===== src/rtl/fifo_pop_ctrl.sv =====
// Pop controller for a FIFO with registered read data: decides when to pop,
// carries popped words through a two-stage in-flight pipeline and counts deliveries.
module fifo_pop_ctrl (
    input  logic        clk,
    input  logic        reset,
    input  logic        enable,
    input  logic        flush,
    input  logic        fifo_empty,
    input  logic        fifo_almost_empty,
    input  logic [11:0] fifo_data,
    input  logic        down_full,
    output logic        fifo_rd,
    output logic [11:0] data_out,
    output logic        valid_out,
    output logic [7:0]  pop_count,
    output logic        idle
);

    typedef enum logic [1:0] {
        ST_IDLE   = 2'd0,
        ST_WAIT   = 2'd1,
        ST_ACTIVE = 2'd2,
        ST_DRAIN  = 2'd3
    } state_t;

    state_t      state_q, state_d;
    logic        rd_d1_q, rd_d1_d;
    logic        valid_q, valid_d;
    logic [11:0] data_q, data_d;
    logic [7:0]  count_q, count_d;
    logic        fifo_rd_s;

    // Pop strobe: only in ACTIVE, never into an empty FIFO, never against backpressure.
    always_comb begin
        fifo_rd_s = 1'b0;
        if ((state_q == ST_ACTIVE) && enable && !fifo_empty && !down_full) begin
            fifo_rd_s = 1'b1;
        end else begin
            fifo_rd_s = 1'b0;
        end
    end

    // Next-state logic; in ACTIVE a falling enable outranks an emptying FIFO.
    always_comb begin
        state_d = state_q;
        case (state_q)
            ST_IDLE: begin
                if (enable) begin
                    state_d = ST_WAIT;
                end else begin
                    state_d = ST_IDLE;
                end
            end
            ST_WAIT: begin
                if (!enable) begin
                    state_d = ST_IDLE;
                end else if (!fifo_empty && (!fifo_almost_empty || flush)) begin
                    state_d = ST_ACTIVE;
                end else begin
                    state_d = ST_WAIT;
                end
            end
            ST_ACTIVE: begin
                if (!enable) begin
                    state_d = ST_DRAIN;
                end else if (fifo_empty) begin
                    state_d = ST_WAIT;
                end else begin
                    state_d = ST_ACTIVE;
                end
            end
            ST_DRAIN: begin
                if (!rd_d1_q && !valid_q) begin
                    state_d = ST_IDLE;
                end else begin
                    state_d = ST_DRAIN;
                end
            end
            default: begin
                state_d = ST_IDLE;
            end
        endcase
    end

    // In-flight pipeline: the word popped last cycle is on fifo_data while rd_d1 is set.
    always_comb begin
        rd_d1_d = fifo_rd_s;
        valid_d = rd_d1_q;
        data_d  = data_q;
        count_d = count_q;
        if (rd_d1_q) begin
            data_d = fifo_data;
        end else begin
            data_d = data_q;
        end
        if (valid_q) begin
            count_d = count_q + 8'd1;
        end else begin
            count_d = count_q;
        end
    end

    // State and pipeline registers; reset discards anything in flight.
    always_ff @(posedge clk or negedge reset) begin
        if (!reset) begin
            state_q <= ST_IDLE;
            rd_d1_q <= 1'b0;
            valid_q <= 1'b0;
            data_q  <= 12'h000;
            count_q <= 8'h00;
        end else begin
            state_q <= state_d;
            rd_d1_q <= rd_d1_d;
            valid_q <= valid_d;
            data_q  <= data_d;
            count_q <= count_d;
        end
    end

    // Output mapping; idle is decoded purely from registered state.
    always_comb begin
        fifo_rd   = fifo_rd_s;
        data_out  = data_q;
        valid_out = valid_q;
        pop_count = count_q;
        idle      = (state_q == ST_IDLE) && !rd_d1_q && !valid_q;
    end

endmodule

===== config.mk =====
export PLATFORM = sky130hd
export DESIGN_NAME = fifo_pop_ctrl
export DESIGN_NICKNAME = d
export VERILOG_FILES = /design/src/rtl/fifo_pop_ctrl.sv
export SDC_FILE = /design/constraint.sdc
export NUM_CORES = 1
export LEC_CHECK = 0
export CAP_MARGIN = 20
export CORE_MARGIN = 4
export CORE_UTILIZATION = 35
export DETAILED_ROUTE_END_ITERATION = 10
export GPL_ROUTABILITY_DRIVEN = 0
export PLACE_DENSITY = 0.8
export SYNTH_ARGS = -nofsm -noshare
export SYNTH_HDL_FRONTEND = slang
export SYNTH_SLANG_ARGS = --single-unit

===== constraint.sdc =====
create_clock -name clk -period 1.1 [get_ports clk]
set_input_delay 0.22 -clock clk [delete_from_list [all_inputs] [get_ports clk]]
set_output_delay 0.22 -clock clk [all_outputs]
set_load 0.05 [all_outputs]

==> impl_metrics.json, run 1 <==
{
  "avgSynthCellArea_sq_um": 14.02,
  "netlist_top_cells_area": "dfrtp_1 59%, mux2_2 13%, xnor2_1 3.5%",
  "utilization_pct": 75.64,
  "peakVddDrop_v": 0.001699,
  "leakagePower_uw": 0.0009711,
  "fin_total_pwr_uw": 3688,
  "yosysSeqAreaShare_pct": 59.48,
  "rr_startpoint": "valid_out$_DFF_PN0_",
  "worst_ep_arrival_time_ns": 1.29,
  "p_per_area_nw_per_um2": 1768,
  "holdWs_ns": 0.2078,
  "cts.sinks": 24,
  "pwr-share-seq_pct": 33.6,
  "final_nets": 167,
  "syn_nets": 92,
  "dr.pass1.iters": 4,
  "final_max_slew_viol_count": 0,
  "synth_top_family_by_area": "multiplexers",
  "tightestPinTransition_ns": 0.2647,
  "fin_skew_ns": 0.003102,
  "fmax_ghz": 0.6631,
  "grt_max_degree": 25,
  "reg2regPathDepth": 6,
  "nFillCells": 158,
  "grt_pass1_wl_mm": 4.388,
  "comb_power_share_pct": 52.9,
  "area_growth_pct": 106.6,
  "clockPowerShare_pct": 13.5,
  "coreArea_sq_um": 2758,
  "hp-class": "in2async",
  "synthDistinctLibCells": 22,
  "clockBufferDepth": 2,
  "finalWorstSetupSlack_ns": -0.4080,
  "ys.flop_type": "dfrtp_1",
  "p_sw_uw": 1399,
  "diodes": 0,
  "setup_viol": 43,
  "status": "complete, but fails checks",
  "drc": 0,
  "drv_cap": 0,
  "synth_fa_ha_area_share_pct": 1.239,
  "die_w_um": 61.71,
  "ctsHoldBuffers": 0,
  "synth-simple-area-share_pct": 12.64,
  "critPathMaxFanout": 2,
  "grt.overflow.total": 0,
  "synth_edf_count": 0,
  "clk_latency_ns": 0.34,
  "finalCritPeriodShare_pct": 137.1,
  "cp-start-kind": "flip-flop",
  "cts-root-buf": "clkbuf_4",
  "netlist_instances": 72,
  "layout-drive-gt1-share_pct": 60.96,
  "ys_ff_latch": 24,
  "rsz0062_at_grt": "yes",
  "tns_ns": -3.950,
  "worstReg2RegEnd": "state_q[0]$_DFF_PN0_",
  "finalHoldViolCount": 0,
  "synthTopCellsByCount": "24 x dfrtp_1, 12 x mux2_2, 4 x nand2_1, 4 x xnor2_1, 3 x xor2_1",
  "vias": 874,
  "vias_per_cell": 4.938,
  "period_needed_ns": 1.508,
  "relSlewSlack_pct": 82.22,
  "dieArea_sq_um": 3808,
  "wirelength_mm": 2.968,
  "rows": 19,
  "grt_use_total_pct": 16.16,
  "synth_xor_area_share_pct": 6.072,
  "cts_made_buffers": 3,
  "synth_top_area_share_pct": 59.48,
  "grt_pass1_vias": 932,
  "die_y_um": 61.71,
  "synth_top_cell_by_area": "dfrtp_1",
  "drtIter0Drc": 9,
  "ys_warn_count": 0,
  "final_antenna_net_count": 0,
  "synth.most_common_cell": "dfrtp_1",
  "tritoncts": "done",
  "clkSlewWorstSetupHoldPaths_ns": 0.13,
  "initial_core_util_pct": 36.62,
  "reg2reg_setup_slack_ns": -0.20,
  "async_reset_ff_share_pct": 100.0,
  "port_buffers": 41,
  "antenna_found_initial": 0,
  "synth_area_sq_um": 1010,
  "wl_per_cell_um": 16.77,
  "endpoint_kind": "output pin",
  "internal_power_uw": 2289,
  "switching_share_pct": 37.92,
  "path_class": "reg2out",
  "dp_hpwl_mm": 2.020,
  "htreeDepth": 1,
  "violations": "negative setup slack",
  "cp.required_ns": 0.88,
  "synth_mux_area_share_pct": 14.50,
  "synth-compound-area-share_pct": 3.346,
  "io_pins": 42
}
-- cells in the final DEF, fill, tap and decap left out, types with 2 or more instances in the layout --
master and instances:
mux2_2 12, buf_8 2, buf_4 20, dfrtp_2 7, xnor2_1 3, o211ai_1 2
nand2_1 3, clkbuf_4 3, buf_6 8, clkdlybuf4s50_1 18, dfrtp_1 17, buf_12 24
xor2_1 3, nand3b_1 2, nand4_1 2
-- metrics by stage --
step,instances,instance area [sq um],setup WS (ns)
3_3_place_gp,154,1815,-0.3274
5_1_grt,177,2086,-0.4627
2_1_floorplan,72,1054,-0.4490
4_1_cts,173,1998,-0.3938
6_report,177,2086,-0.4080
3_5_place_dp,154,1815,-0.3669
-- power by group through the flow --
| stage | sequential, uW | clock [uW] | combinational [uW] |
|---|---|---|---|
| finish | 1240 | 498 | 1950 |
| global route | 1260 | 541 | 2030 |
| CTS | 1240 | 491 | 1930 |
| detailed placement | 1300 | 0 | 1750 |
| global placement | 1270 | 0 | 1710 |
| floorplan | 1770 | 0 | 230 |
-- worst max-delay path, cell delays in order, from the launching register on --
cell and delay (ns):
dfrtp_1 0.44, nor4_4 0.34, buf_12 0.18
-- what timing repair did --
item | in CTS | in global routing
gates resized for setup | 10 | 10
setup buffers | 15 | 4
endpoints found under the setup margin | 27 | 44
endpoints found under the hold margin | 0 | 0
gates cloned | 0 | 1
pin swaps | 5 | 9
-- logic make-up after synthesis --
logic type,after synthesis
compound gates,5
buf+inv,3
flops,24
fa+ha+maj,1
simple gates,19
xor+xnor,7
mux,13
-- routing by layer --
metal	part of all wire (%)	wire length (um)	vias to the layer above	track usage (%)
met4	1.2	36	0	3.636
met3	7.8	231	3	5.579
met5	0	0	-	0
met1	34	1023	433	17.73
li1	-	-	402	-
met2	57	1677	36	29.90
-- final cells by class --
| class | count | area, sq um | share of cell area [%] |
|---|---|---|---|
| well taps | 31 | 38.79 | 1.860 |
| multi-input cells | 45 | 445.4 | 21.36 |
| clock buffers | 4 | 36.28 | 1.740 |
| flip-flops and latches | 24 | 609.3 | 29.21 |
| repair buffers | 73 | 955.9 | 45.83 |
-- sequential cells by signal, summed over array words and instances (netlist names) --
register   flops
rd_d1_q        1
state_q        2
data_out      12
valid_out      1
pop_count      8
-- worst max-delay path by stage --
stage	cells after the start	to	startpoint
after global placement	4	fifo_rd	enable
after floorplan	2	idle	valid_out$_DFF_PN0_
after detailed placement	4	fifo_rd	enable
final	2	idle	rd_d1_q$_DFF_PN0_
after CTS	2	idle	rd_d1_q$_DFF_PN0_
after global routing	2	idle	rd_d1_q$_DFF_PN0_
No activity file was read; power rests on OpenSTA's default activity.
==> inputs of run 2 (changes only) <==
CORE_UTILIZATION = 37   (was 35)
GPL_TIMING_DRIVEN = 0   (was unset)
PLACE_DENSITY = 0.84   (was 0.8)
==> run 2 against run 1 <==
  * The flow still finishes with violations (negative setup slack)
  * Die area is 4.7% lower
  * Clock power is 28% higher
  * Global-route usage is 1.9 points lower
  * Total power is 6.5% lower
  * Design area is 9.8% lower
  * Final cell count is 3.4% lower
  * Clock-buffer cell count is 1 lower
  * Non-clock buffer count is 5 lower
  * Critical path type unchanged
  * Largest power group unchanged
==> impl_metrics.json, run 2 (synthesis results as in run 1) <==
{
  "clkSlewWorstSetupHoldPaths_ns": 0.13,
  "wirelength_mm": 2.683,
  "antenna_found_initial": 0,
  "die_y_um": 60.24,
  "finalCritPeriodShare_pct": 144.2,
  "drtIter0Drc": 3,
  "endpoint_kind": "output pin",
  "period_needed_ns": 1.586,
  "peakVddDrop_v": 0.001577,
  "dr.pass1.iters": 3,
  "grt_pass1_vias": 891,
  "rows": 18,
  "port_buffers": 41,
  "grt.overflow.total": 0,
  "hp-class": "in2async",
  "vias": 852,
  "cts-root-buf": "clkbuf_4",
  "tightestPinTransition_ns": 0.2634,
  "tns_ns": -2.009,
  "setup_viol": 33,
  "vias_per_cell": 4.982,
  "wl_per_cell_um": 15.69,
  "relSlewSlack_pct": 82.44,
  "cp.required_ns": 0.88,
  "drv_cap": 0,
  "drc": 0,
  "critPathMaxFanout": 4,
  "grt_use_total_pct": 14.30,
  "finalWorstSetupSlack_ns": -0.4861,
  "fin_skew_ns": 0.001145,
  "rsz0062_at_grt": "yes",
  "finalHoldViolCount": 0,
  "io_pins": 42,
  "final_nets": 162,
  "dp_hpwl_mm": 1.633,
  "grt_max_degree": 25,
  "cts_made_buffers": 3,
  "clockBufferDepth": 2,
  "dieArea_sq_um": 3629,
  "path_class": "reg2out",
  "htreeDepth": 1,
  "final_max_slew_viol_count": 0,
  "final_cell_mix": "27 x buf_6, 16 x clkdlybuf4s50_1, 15 x dfrtp_1, 15 x buf_4, 11 x mux2_2",
  "worst_ep_arrival_time_ns": 1.37,
  "layout_commonest_cell": "buf_6",
  "status": "complete, but fails checks",
  "grt_pass1_wl_mm": 3.829,
  "layout-drive-gt1-share_pct": 58.87,
  "largest_reg_flops": 12,
  "fmax_ghz": 0.6305,
  "diodes": 0,
  "cp-start-kind": "flip-flop",
  "leakagePower_uw": 0.0009037,
  "area_growth_pct": 86.25,
  "violations": "negative setup slack",
  "tritoncts": "done",
  "dpl_worst_slack_ns": -1.032,
  "initial_core_util_pct": 39.68,
  "final_antenna_net_count": 0,
  "coreArea_sq_um": 2545,
  "die_w_um": 60.24,
  "cts.sinks": 24,
  "clk_latency_ns": 0.31,
  "p_per_area_nw_per_um2": 1834
}
## run 2: cell types whose count changed in the layout (fill, tap and decap cells not counted), moves of 2 or more
cell	previous run	this run
buf_12	24	1
buf_6	8	27
buf_4	20	15
buf_8	2	4
clkdlybuf4s50_1	18	16
dfrtp_1	17	15
dfrtp_2	7	9
dlygate4sd2_1	0	2
mux2_4	0	2
## run 2: area by class of cell
type / instances / area (sq um)
timing repair buffer: 65 / 695.7
fill: 177 / 664.4
sequential: 24 / 611.8
multi-input combinational: 45 / 441.7
buffer: 3 / 41.29
tap: 30 / 37.54
clock inverter: 1 / 30.03
clock buffer: 3 / 22.52
## run 2: worst paths after layout
check | start | end | slack [ns] | cells past startpoint
worst max register to register | rd_d1_q$_DFF_PN0_ | state_q[1]$_DFF_PN0_ | -0.16 | 5
min in group clk | enable | state_q[1]$_DFF_PN0_ | 0.40 | 3
worst min register to register | rd_d1_q$_DFF_PN0_ | valid_out$_DFF_PN0_ | 0.42 | 0
worst max-delay path | state_q[0]$_DFF_PN0_ | idle | -0.49 | 3
max in group asynchronous | reset | pop_count[3]$_DFFE_PN0P_ | 0.31 | 3
worst min-delay path | reset | data_out[3]$_DFFE_PN0P_ | 0.40 | 2
## run 2: repair_timing
action,CTS,global route
pin swaps,3,6
hold endpoints to repair,0,3
setup endpoints to repair,57,39
gates cloned,0,1
setup buffers,13,8
hold buffers,0,1
gates resized for setup,174,9
## run 2: power by group
part | switching (uW) | leakage, uW | internal [uW]
Sequential | 139 | 0.000307 | 1060
Combinational | 890 | 0.000568 | 723
Clock | 271 | 0.0000279 | 368
Total | 1300 | 0.000904 | 2150
## run 2: routing by layer
metal	track usage, %	routed length [um]	up-vias
met4	5.696	46	0
li1	-	-	397
met2	25.62	1416	33
met5	0	0	-
met3	5.184	232	6
met1	14.98	989	416
## run 2: worst max-delay path: stages, from the launching register on
cell and delay, ns:
dfrtp_2 0.46, buf_12 0.14, nor4_4 0.26, buf_6 0.20
## run 2: metrics by stage
| step | hold slack (ns) | std cells | instance area (sq um) | util, % | total power [uW] |
|---|---|---|---|---|---|
| CTS | 0.2163 | 160 | 1722 | 67.65 | 3323 |
| global route | 0.3938 | 171 | 1881 | 73.89 | 3614 |
| finish | 0.3971 | 171 | 1881 | 73.89 | 3450 |
| floorplan | -0.07559 | 72 | 1054 | - | 2005 |
| global placement | 0.3570 | 143 | 1501 | 59.00 | 2458 |
| detailed placement | 0.3640 | 143 | 1501 | 59.00 | 2499 |
==> inputs of run 3 (changes only) <==
CTS_CLUSTER_SIZE = 30   (was unset)
==> results of run 3 <==
Same layout as run 2: the final DEF is identical, and so are final timing and power.
